==> src/rtl/nvio3_rob_pkg.sv <==
// nvio3_rob_pkg: shared ROB allocator widths, IQ state encodings and ring-pointer helpers
package nvio3_rob_pkg;
    localparam int QENTRIES_DEF = 8;
    localparam int RENTRIES_DEF = 16;
    localparam int QBW = $clog2(QENTRIES_DEF);
    localparam int RBW = $clog2(RENTRIES_DEF);
    typedef enum logic [2:0] {
        IQS_INVALID = 3'd0,
        IQS_QUEUE   = 3'd1,
        IQS_OUT     = 3'd2,
        IQS_DONE    = 3'd3
    } iq_state_e;
    typedef logic [RBW-1:0] rid_t;
    typedef logic [RBW:0]   rcnt_t;
    function automatic rid_t rid_add(rid_t r, int n);
        return r + rid_t'(n);
    endfunction
endpackage

==> src/rtl/rob_range_mask.sv <==
// rob_range_mask: ring mask and entry count of ROB slots in [lo..hi), empty when lo==hi
module rob_range_mask
    import nvio3_rob_pkg::*;
#(
    parameter int N = RENTRIES_DEF
) (
    input  rid_t         lo,
    input  rid_t         hi,
    output logic [N-1:0] mask,
    output rcnt_t        cnt
);
    always_comb begin
        for (int i = 0; i < N; i++)
            mask[i] = (lo <= hi) ? (rid_t'(i) >= lo && rid_t'(i) < hi)
                                 : (rid_t'(i) >= lo || rid_t'(i) < hi);
    end
    assign cnt = {1'b0, rid_t'(hi - lo)};
endmodule

==> src/rtl/rob_alloc_ctrl.sv <==
// rob_alloc_ctrl: registered in-order ROB allocator with commit retirement and flush rollback
module rob_alloc_ctrl
    import nvio3_rob_pkg::*;
#(
    parameter int QENTRIES = QENTRIES_DEF,
    parameter int RENTRIES = RENTRIES_DEF,
    parameter int ASLOTS   = 2,
    parameter int CSLOTS   = 2,
    localparam int AW      = $clog2(ASLOTS + 1),
    localparam int CW      = $clog2(CSLOTS + 1)
) (
    input  logic                          clk,
    input  logic                          rst,
    input  logic [QENTRIES-1:0][QBW-1:0]  heads,
    input  logic [QENTRIES-1:0][2:0]      iq_state,
    input  logic                          alloc_en,
    input  logic [CW-1:0]                 cmt_cnt,
    input  logic                          flush,
    input  rid_t                          flush_rid,
    output logic [AW-1:0]                 rqueuedCnt,
    output logic [QENTRIES-1:0]           rqueuedOn,
    output rid_t [QENTRIES-1:0]           iq_rid_o,
    output rid_t                          rob_tail,
    output rid_t                          rob_head,
    output logic [RENTRIES-1:0]           rob_v,
    output rcnt_t                         rob_free,
    output logic                          rob_full
);
    logic [QENTRIES:0]   go;
    rid_t                flush_tail, tail_n, head_n;
    logic [RENTRIES-1:0] kill_m, cmt_m, grant_m, v_n;
    rcnt_t               kill_n, kill_eff, live_pre, free_n;
    logic                over;

    // grant n requires every older head to have been granted, so slot index equals n
    assign go[0] = alloc_en && !flush && !rst;
    for (genvar n = 0; n < QENTRIES; n++) begin : g_walk
        assign go[n+1] = go[n] && (iq_state[heads[n]] == IQS_QUEUE) && (n < ASLOTS)
                         && (rcnt_t'(n) < rob_free);
    end

    assign flush_tail = rid_add(flush_rid, 1);

    rob_range_mask #(.N(RENTRIES)) u_kill (
        .lo   (flush_tail),
        .hi   (rob_tail),
        .mask (kill_m),
        .cnt  (kill_n)
    );

    always_comb begin
        rqueuedOn  = '0;
        iq_rid_o   = '0;
        rqueuedCnt = '0;
        grant_m    = '0;
        cmt_m      = '0;
        for (int n = 0; n < QENTRIES; n++)
            if (go[n+1]) begin
                rqueuedOn[heads[n]] = 1'b1;
                iq_rid_o[heads[n]]  = rid_add(rob_tail, n);
                rqueuedCnt          = AW'(n + 1);
            end
        for (int i = 0; i < ASLOTS; i++)
            if (AW'(i) < rqueuedCnt) grant_m[rid_add(rob_tail, i)] = 1'b1;
        for (int i = 0; i < CSLOTS; i++)
            if (CW'(i) < cmt_cnt) cmt_m[rid_add(rob_head, i)] = 1'b1;
    end

    // over-commit collapses the ring to empty at the new tail
    always_comb begin
        kill_eff = flush ? kill_n : '0;
        live_pre = rcnt_t'(RENTRIES) - rob_free - kill_eff;
        over     = rcnt_t'(cmt_cnt) > live_pre;
        tail_n   = flush ? flush_tail : rid_add(rob_tail, int'(rqueuedCnt));
        head_n   = over ? tail_n : rid_add(rob_head, int'(cmt_cnt));
        free_n   = over ? rcnt_t'(RENTRIES)
                        : rob_free - rcnt_t'(rqueuedCnt) + rcnt_t'(cmt_cnt) + kill_eff;
        v_n      = over ? '0 : (rob_v & ~cmt_m & ~(flush ? kill_m : '0)) | grant_m;
    end

    always_ff @(posedge clk) begin
        if (rst) begin
            rob_tail <= '0;
            rob_head <= '0;
            rob_v    <= '0;
            rob_free <= rcnt_t'(RENTRIES);
            rob_full <= 1'b0;
        end else begin
            assert (!over);
            rob_tail <= tail_n;
            rob_head <= head_n;
            rob_v    <= v_n;
            rob_free <= free_n;
            rob_full <= (free_n == '0);
        end
    end
endmodule
==> config.mk <==
export PLATFORM = sky130hd
export DESIGN_NAME = rob_alloc_ctrl
export DESIGN_NICKNAME = d
export VERILOG_FILES = /design/src/rtl/nvio3_rob_pkg.sv /design/src/rtl/rob_range_mask.sv /design/src/rtl/rob_alloc_ctrl.sv
export SDC_FILE = /design/constraint.sdc
export NUM_CORES = 1
export LEC_CHECK = 0
export CORE_ASPECT_RATIO = 1.2
export CORE_UTILIZATION = 47
export DETAILED_ROUTE_END_ITERATION = 10
export PLACE_DENSITY = 0.83
export REMOVE_ABC_BUFFERS = 1
export SLEW_MARGIN = 15
export SYNTH_ARGS = -nofsm -noshare
export SYNTH_HDL_FRONTEND = slang
export SYNTH_SLANG_ARGS = --single-unit
==> constraint.sdc <==
create_clock -name clk -period 5.75 [get_ports clk]
set_input_delay 1.4375 -clock clk [delete_from_list [all_inputs] [get_ports clk]]
set_output_delay 1.4375 -clock clk [all_outputs]
set_load 0.03 [all_outputs]
==> impl_metrics.tcl, run 1 <==
set metrics [dict create \
    status "finished clean" \
    overflow 0 \
    placed_area_um2 4920 \
    grt_pass1_wl_mm 19.9 \
    start_util 0.488 \
    cts.sinks 30 \
    ff2ff_path_depth 16 \
    dr.pass1.iters 5 \
    ys_ff_latch 30 \
    cts_tree "yes" \
    endpoint_kind "output port" \
    syn-instance-count 502 \
    cp.arrival_ns 4.22 \
    place.gp.congestion 0.990 \
    yosysTopAreaCell "dfxtp_1" \
    hpwlAfterDp_mm 9.58 \
    clkPwrFrac 0.132 \
    fmax_mhz 177 \
    pin_count 130 \
    cts_max_level 2 \
    crit_required_ns 4.31 \
    cts_made_buffers 5 \
    worst_pin_slew_ns 1.01 \
    path_max_fanout 8 \
    fin_nets 707 \
    critPathTopFamily "simple AND/OR/NAND/NOR gates" \
    dieHeight_um 100 \
    rsz0062_at_grt "true" \
    crit_buf_inv 3 \
    internal_power_uw 691 \
    synthArstFlopShare 0 \
    io_buffers 111 \
    path_cells "clkdlybuf4s50_1, or3b_1, a32o_1, o41ai_4, and2_4, buf_4, nand4_1, and3_4, mux2_2, buf_4" \
    slowest_stage "clkdlybuf4s50_1" \
    p_total_mw 1.30 \
    hold_path_class "reg -> reg" \
    grt_usage 0.292 \
    ff2ff_setup_slack_ns 1.37 \
    core_region_area_um2 7710 \
    cp.depth 10 \
    power.share.combinational 0.644 \
    drt.antenna.violating_nets 0 \
    worstSetupPathType "in -> out" \
    final_common_cell "buf_4" \
    insertion_delay_ns 0.29 \
    antenna_found_initial 0 \
    yosysUniqueCellTypes 67 \
    wl_mm 12.6 \
    hold_viol_final 0 \
    power_switching_uw 610 \
    dr.first_iter.drc_count 382 \
    syn_area_per_cell_um2 7.50 \
    final_cell_mix "buf_4, clkdlybuf4s50_1, o21ai_0" \
    power_density_nw_per_um2 257 \
    path_clk_slew_ns 0.06 \
    post-route-drc-count 0 \
    critical_path.endpoint "iq_rid_o[8]" \
    clock-root-buffer "clkbuf_8" \
    die_area_um2 8370 \
    skew_ns 0.0109 \
    max-cap-violations 0 \
    yosysSeqAreaShare 0.160 \
    drv_slew 0 \
    finish.instance_area_um2 5060 \
    grt_max_degree 35 \
    grt_pass1_vias 4166 \
    rows 35 \
    crit_path_start_kind "input port" \
    post_drt_wl_per_cell_um 17.9 \
    antenna_cells 0 \
    synth_edf_count 0 \
    finalCriticalPeriod_ns 5.65 \
    worstReg2RegEnd "rob_v[13]" \
    die_width_um 83.7 \
    layout-drive-gt1-share 0.167 \
    netlist_area_um2 3760 \
    maxSlewHeadroom 0.324 \
    p_sw_frac 0.469 \
    p_seq_frac 0.225 \
    area_growth_pct 34.5 \
    yosysWarnings 0 \
    peakVddDrop_uv 210 \
    hold_buffers 0 \
    r2r_start "rob_tail[1]" \
    synthTopCellsByArea "dfxtp_1, ha_1, o21ai_0" \
    setup_viol_count_final 0 \
    fin_crit_sh 0.983 \
    cp_common_cell "buf_4" \
    crit_start "heads[2]" \
    clockBufferDepth 2 \
    viasPerCell 6.26 \
    synth_top_area_share 0.160 \
    synth_top_flop_cell "dfxtp_1" \
    num_vias 4404 \
    max_stage_delay_ns 0.50 \
    p_leak_nw 2.07 \
]
-- power by group through the flow --
stage                     clock network (mW)  logic, mW  registers [mW]
final                                  0.171      0.837           0.292
after global routing                   0.180      0.921           0.298
after CTS                              0.170      0.828           0.292
after detailed placement                   0      0.818           0.296
after global placement                     0      0.786           0.293
after floorplan                            0      0.475           0.356
-- registers in the layout, indices dropped and copies added (netlist names) --
name	flops
rob_v	16
rob_free	5
rob_head	4
rob_tail	4
rob_full	1
-- layout make-up --
type                       count  area [µm²]
clock buffer                   6        82.6
fill                         660        2640
inverter                      34         128
multi-input combinational    396        2870
sequential                    30         601
tap                           92         115
timing repair buffer         145        1270
-- cell usage after synthesis (3+ instances only) --
cell type   n
a211oi_1    7
a21o_1      4
a21oi_1    24
a22o_1      8
a31oi_1    11
a32oi_1     4
and2_1     11
and3_1      3
buf_2      11
buf_4       3
clkbuf_1   27
dfxtp_1    30
fa_1        7
ha_1       30
inv_1      34
maj3_1     11
mux2_2      4
mux4_2      3
nand2_1    39
nand2b_1    6
nand3_1    13
nand4_1    29
nor2_1     28
nor2b_1    12
nor3_1     11
nor3b_1     4
o2111ai_1   6
o211ai_1    3
o21ai_0    48
o221ai_1    3
o31ai_1     4
or3_1       4
xnor2_1    11
xor2_1      8
-- kinds of logic after synthesis --
family          after synthesis  share of synthesized area
xor+xnor                     19                     0.0442
buf+inv                      77                     0.0874
compound gates              144                      0.254
simple gates                175                      0.253
flops                        30                      0.160
mux                           9                     0.0366
fa+ha+maj                    48                      0.166
-- worst min-delay path by stage --
stage | start | endpoint | slack [ns] | depth (start not counted)
finish | rob_v[8] | rob_v[8] | 0.50 | 2
global route | rob_v[5] | rob_v[5] | 0.52 | 2
CTS | rob_v[8] | rob_v[8] | 0.50 | 2
detailed placement | rob_v[5] | rob_v[5] | 0.49 | 2
global placement | rob_v[15] | rob_v[15] | 0.48 | 2
floorplan | rob_v[15] | rob_v[15] | 0.61 | 2
-- worst reg2reg max path: cells and delay by family (launching register included) --
kind | cells | cell delay (ns)
buffers and inverters | 2 | 0.41
and+or+nand+nor | 3 | 0.70
DFF | 1 | 0.99
AOI/OAI and AO/OA | 4 | 0.62
adders and majority gates | 3 | 0.88
xor gates and xnor gates | 4 | 0.63
-- per-stage QoR --
stage	TNS (ns)	util	hold slack [ns]	cells	worst slack [ns]
after floorplan	0	-	0.612	459	0.0663
after global placement	-1.32	0.639	0.477	693	-0.151
after detailed placement	-2.84	0.639	0.493	693	-0.321
after CTS	0	0.649	0.502	699	0.0162
after global routing	-0.00118	0.657	0.516	703	-0.00117
final	0	0.657	0.499	703	0.0970
-- timing repair --
item,4_1_cts,5_1_grt
gates resized for setup,3,8
buffers inserted,0,3
cloned,0,1
pin swaps,0,1
endpoints found under the setup margin,10,37
-- per-layer routing --
layer / vias up / share of wire / global-route usage
met5: - / 0 / 0
met4: 0 / 0.042 / 0.136
met3: 45 / 0.075 / 0.0354
met2: 254 / 0.48 / 0.520
met1: 2044 / 0.40 / 0.351
li1: 2061 / - / -
(Power assumes the default switching activity.)
==> run 2, diff against run 1 <==
Settings changed: CORE_MARGIN set to 8.
==> impl_metrics.tcl, run 2 (synthesis gave the netlist of run 1 again) <==
set metrics [dict create \
    status "finished clean" \
    viasPerCell 6.24 \
    crit_start "heads[4]" \
    crit_required_ns 4.31 \
    crit_path_start_kind "input port" \
    overflow 0 \
    grt_pass1_wl_mm 21.7 \
    path_max_fanout 13 \
    drt.antenna.violating_nets 0 \
    cts_tree "yes" \
    worst_pin_slew_ns 0.970 \
    wl_mm 13.2 \
    hpwlAfterDp_mm 10.3 \
    skew_ns 0.00772 \
    die_width_um 97.7 \
    fin_crit_sh 0.976 \
    core_region_area_um2 7750 \
    finish.instance_area_um2 5090 \
    r2r_start "rob_tail[0]" \
    final_cell_mix "buf_4, clkdlybuf4s50_1, o21ai_0" \
    drv_slew 0 \
    top_register "rob_v" \
    placed_area_um2 4940 \
    max-cap-violations 0 \
    reg_top3 "rob_v: 16 flops, rob_free: 5 flops" \
    layout-drive-gt1-share 0.174 \
    dieHeight_um 114 \
    grt_pass1_vias 4481 \
    ff_latch_area_um2 601 \
    dr.pass1.iters 5 \
    power_density_nw_per_um2 255 \
    min_from "rob_v[8]" \
    hold_path_class "reg -> reg" \
    setup_viol_count_final 0 \
    final_common_cell "buf_4" \
    place.gp.congestion 0.950 \
    largest_reg_flops 16 \
    hold_viol_final 0 \
    fmax_mhz 178 \
    area_growth_pct 35.2 \
    rsz0062_at_grt "false" \
    finalCriticalPeriod_ns 5.61 \
    worstReg2RegEnd "rob_v[14]" \
    cp.arrival_ns 4.17 \
    cts_max_level 2 \
    dr.first_iter.drc_count 342 \
    grt_usage 0.233 \
    hold_buffers 0 \
    insertion_delay_ns 0.28 \
    ff2ff_path_depth 19 \
    clockBufferDepth 2 \
    antenna_found_initial 0 \
    pin_count 130 \
    start_util 0.486 \
    cts.sinks 30 \
    maxSlewHeadroom 0.351 \
    path_clk_slew_ns 0.06 \
    die_area_um2 11100 \
    p_leak_nw 2.09 \
    multi_input_area_um2 2860 \
    instances_no_fill 706 \
    grt_max_degree 28 \
    dp_cells 694 \
    io_buffers 111 \
    cts_made_buffers 5 \
    antenna_cells 0 \
    fin_nets 709 \
    clock-root-buffer "clkbuf_8" \
    peakVddDrop_uv 132 \
    post_drt_wl_per_cell_um 18.7 \
    post-route-drc-count 0 \
    worstSetupPathType "in -> out" \
    endpoint_kind "output port" \
    ff2ff_setup_slack_ns 1.70 \
    holdPathEnd "rob_v[8]" \
    rows 35 \
    num_vias 4404 \
    hold-path-cell-count 2 \
    nFillCells 691 \
]
==> run 2: cell count changes in the layout (fill, tap and decap cells not counted), moves of 2 or more <==
cell | before | now
clkinv_2 | 0 | 2
o21ai_1 | 3 | 1
o21ai_0 | 46 | 48
buf_4 | 73 | 75
==> run 2: area by class of cell <==
cell class / instances / area share
clock buffer: 5 / 0.0135
clock inverter: 2 / 0.00197
inverter: 34 / 0.0251
multi-input combinational: 395 / 0.562
sequential: 30 / 0.118
tap: 92 / 0.0226
timing repair buffer: 148 / 0.257
==> run 2: routing by layer <==
layer / routed length, µm / track usage
met2: 6210 / 0.395
met4: 391 / 0.102
met5: 0 / 0
met1: 5370 / 0.272
met3: 1200 / 0.0561
==> run 2: worst max-delay path by stage <==
stage              endpoint  cells after the start
2_1_floorplan  iq_rid_o[10]                      7
3_3_place_gp       rob_v[3]                     16
3_5_place_dp       rob_v[7]                     16
4_1_cts        iq_rid_o[11]                     11
5_1_grt        iq_rid_o[28]                      9
6_report       iq_rid_o[31]                      9
==> run 2: worst max-delay path, cell delays in order <==
cell and delay, ns:
clkdlybuf4s50_1 0.61, mux2_4 0.33, a221oi_2 0.26, a22oi_1 0.13, nor4b_4 0.32, buf_4 0.23, nand4_1 0.31, o21ai_0 0.33
buf_4 0.21
==> run 2: metrics by stage <==
stage          hold WS, ns  utilization  total power [mW]  TNS, ns  setup WS (ns)
2_1_floorplan        0.612            -             0.831        0         0.0663
3_3_place_gp         0.478        0.637              1.08    -1.08         -0.148
3_5_place_dp         0.499        0.637              1.12    -2.31         -0.319
4_1_cts              0.508        0.648              1.29        0         0.0216
5_1_grt              0.534        0.657              1.41        0        0.00830
6_report             0.509        0.657              1.30        0          0.140
==> run 2: power breakdown <==
part	total, mW	switching, mW	internal [mW]
sequential	0.293	0.0492	0.243
combinational	0.840	0.482	0.359
clock	0.163	0.0818	0.0811
total	1.30	0.613	0.683
==> run 2: what timing repair did <==
action | in CTS | in global routing
buffers inserted | 0 | 5
pin swaps | 0 | 3
endpoints found under the setup margin | 13 | 35
cloned | 0 | 0
resized for setup | 3 | 6
==> run 3, diff against run 2 <==
Settings changed: CORE_MARGIN 8 to unset.
==> results of run 3 <==
Final layout, timing and power as in run 1 (identical DEF).
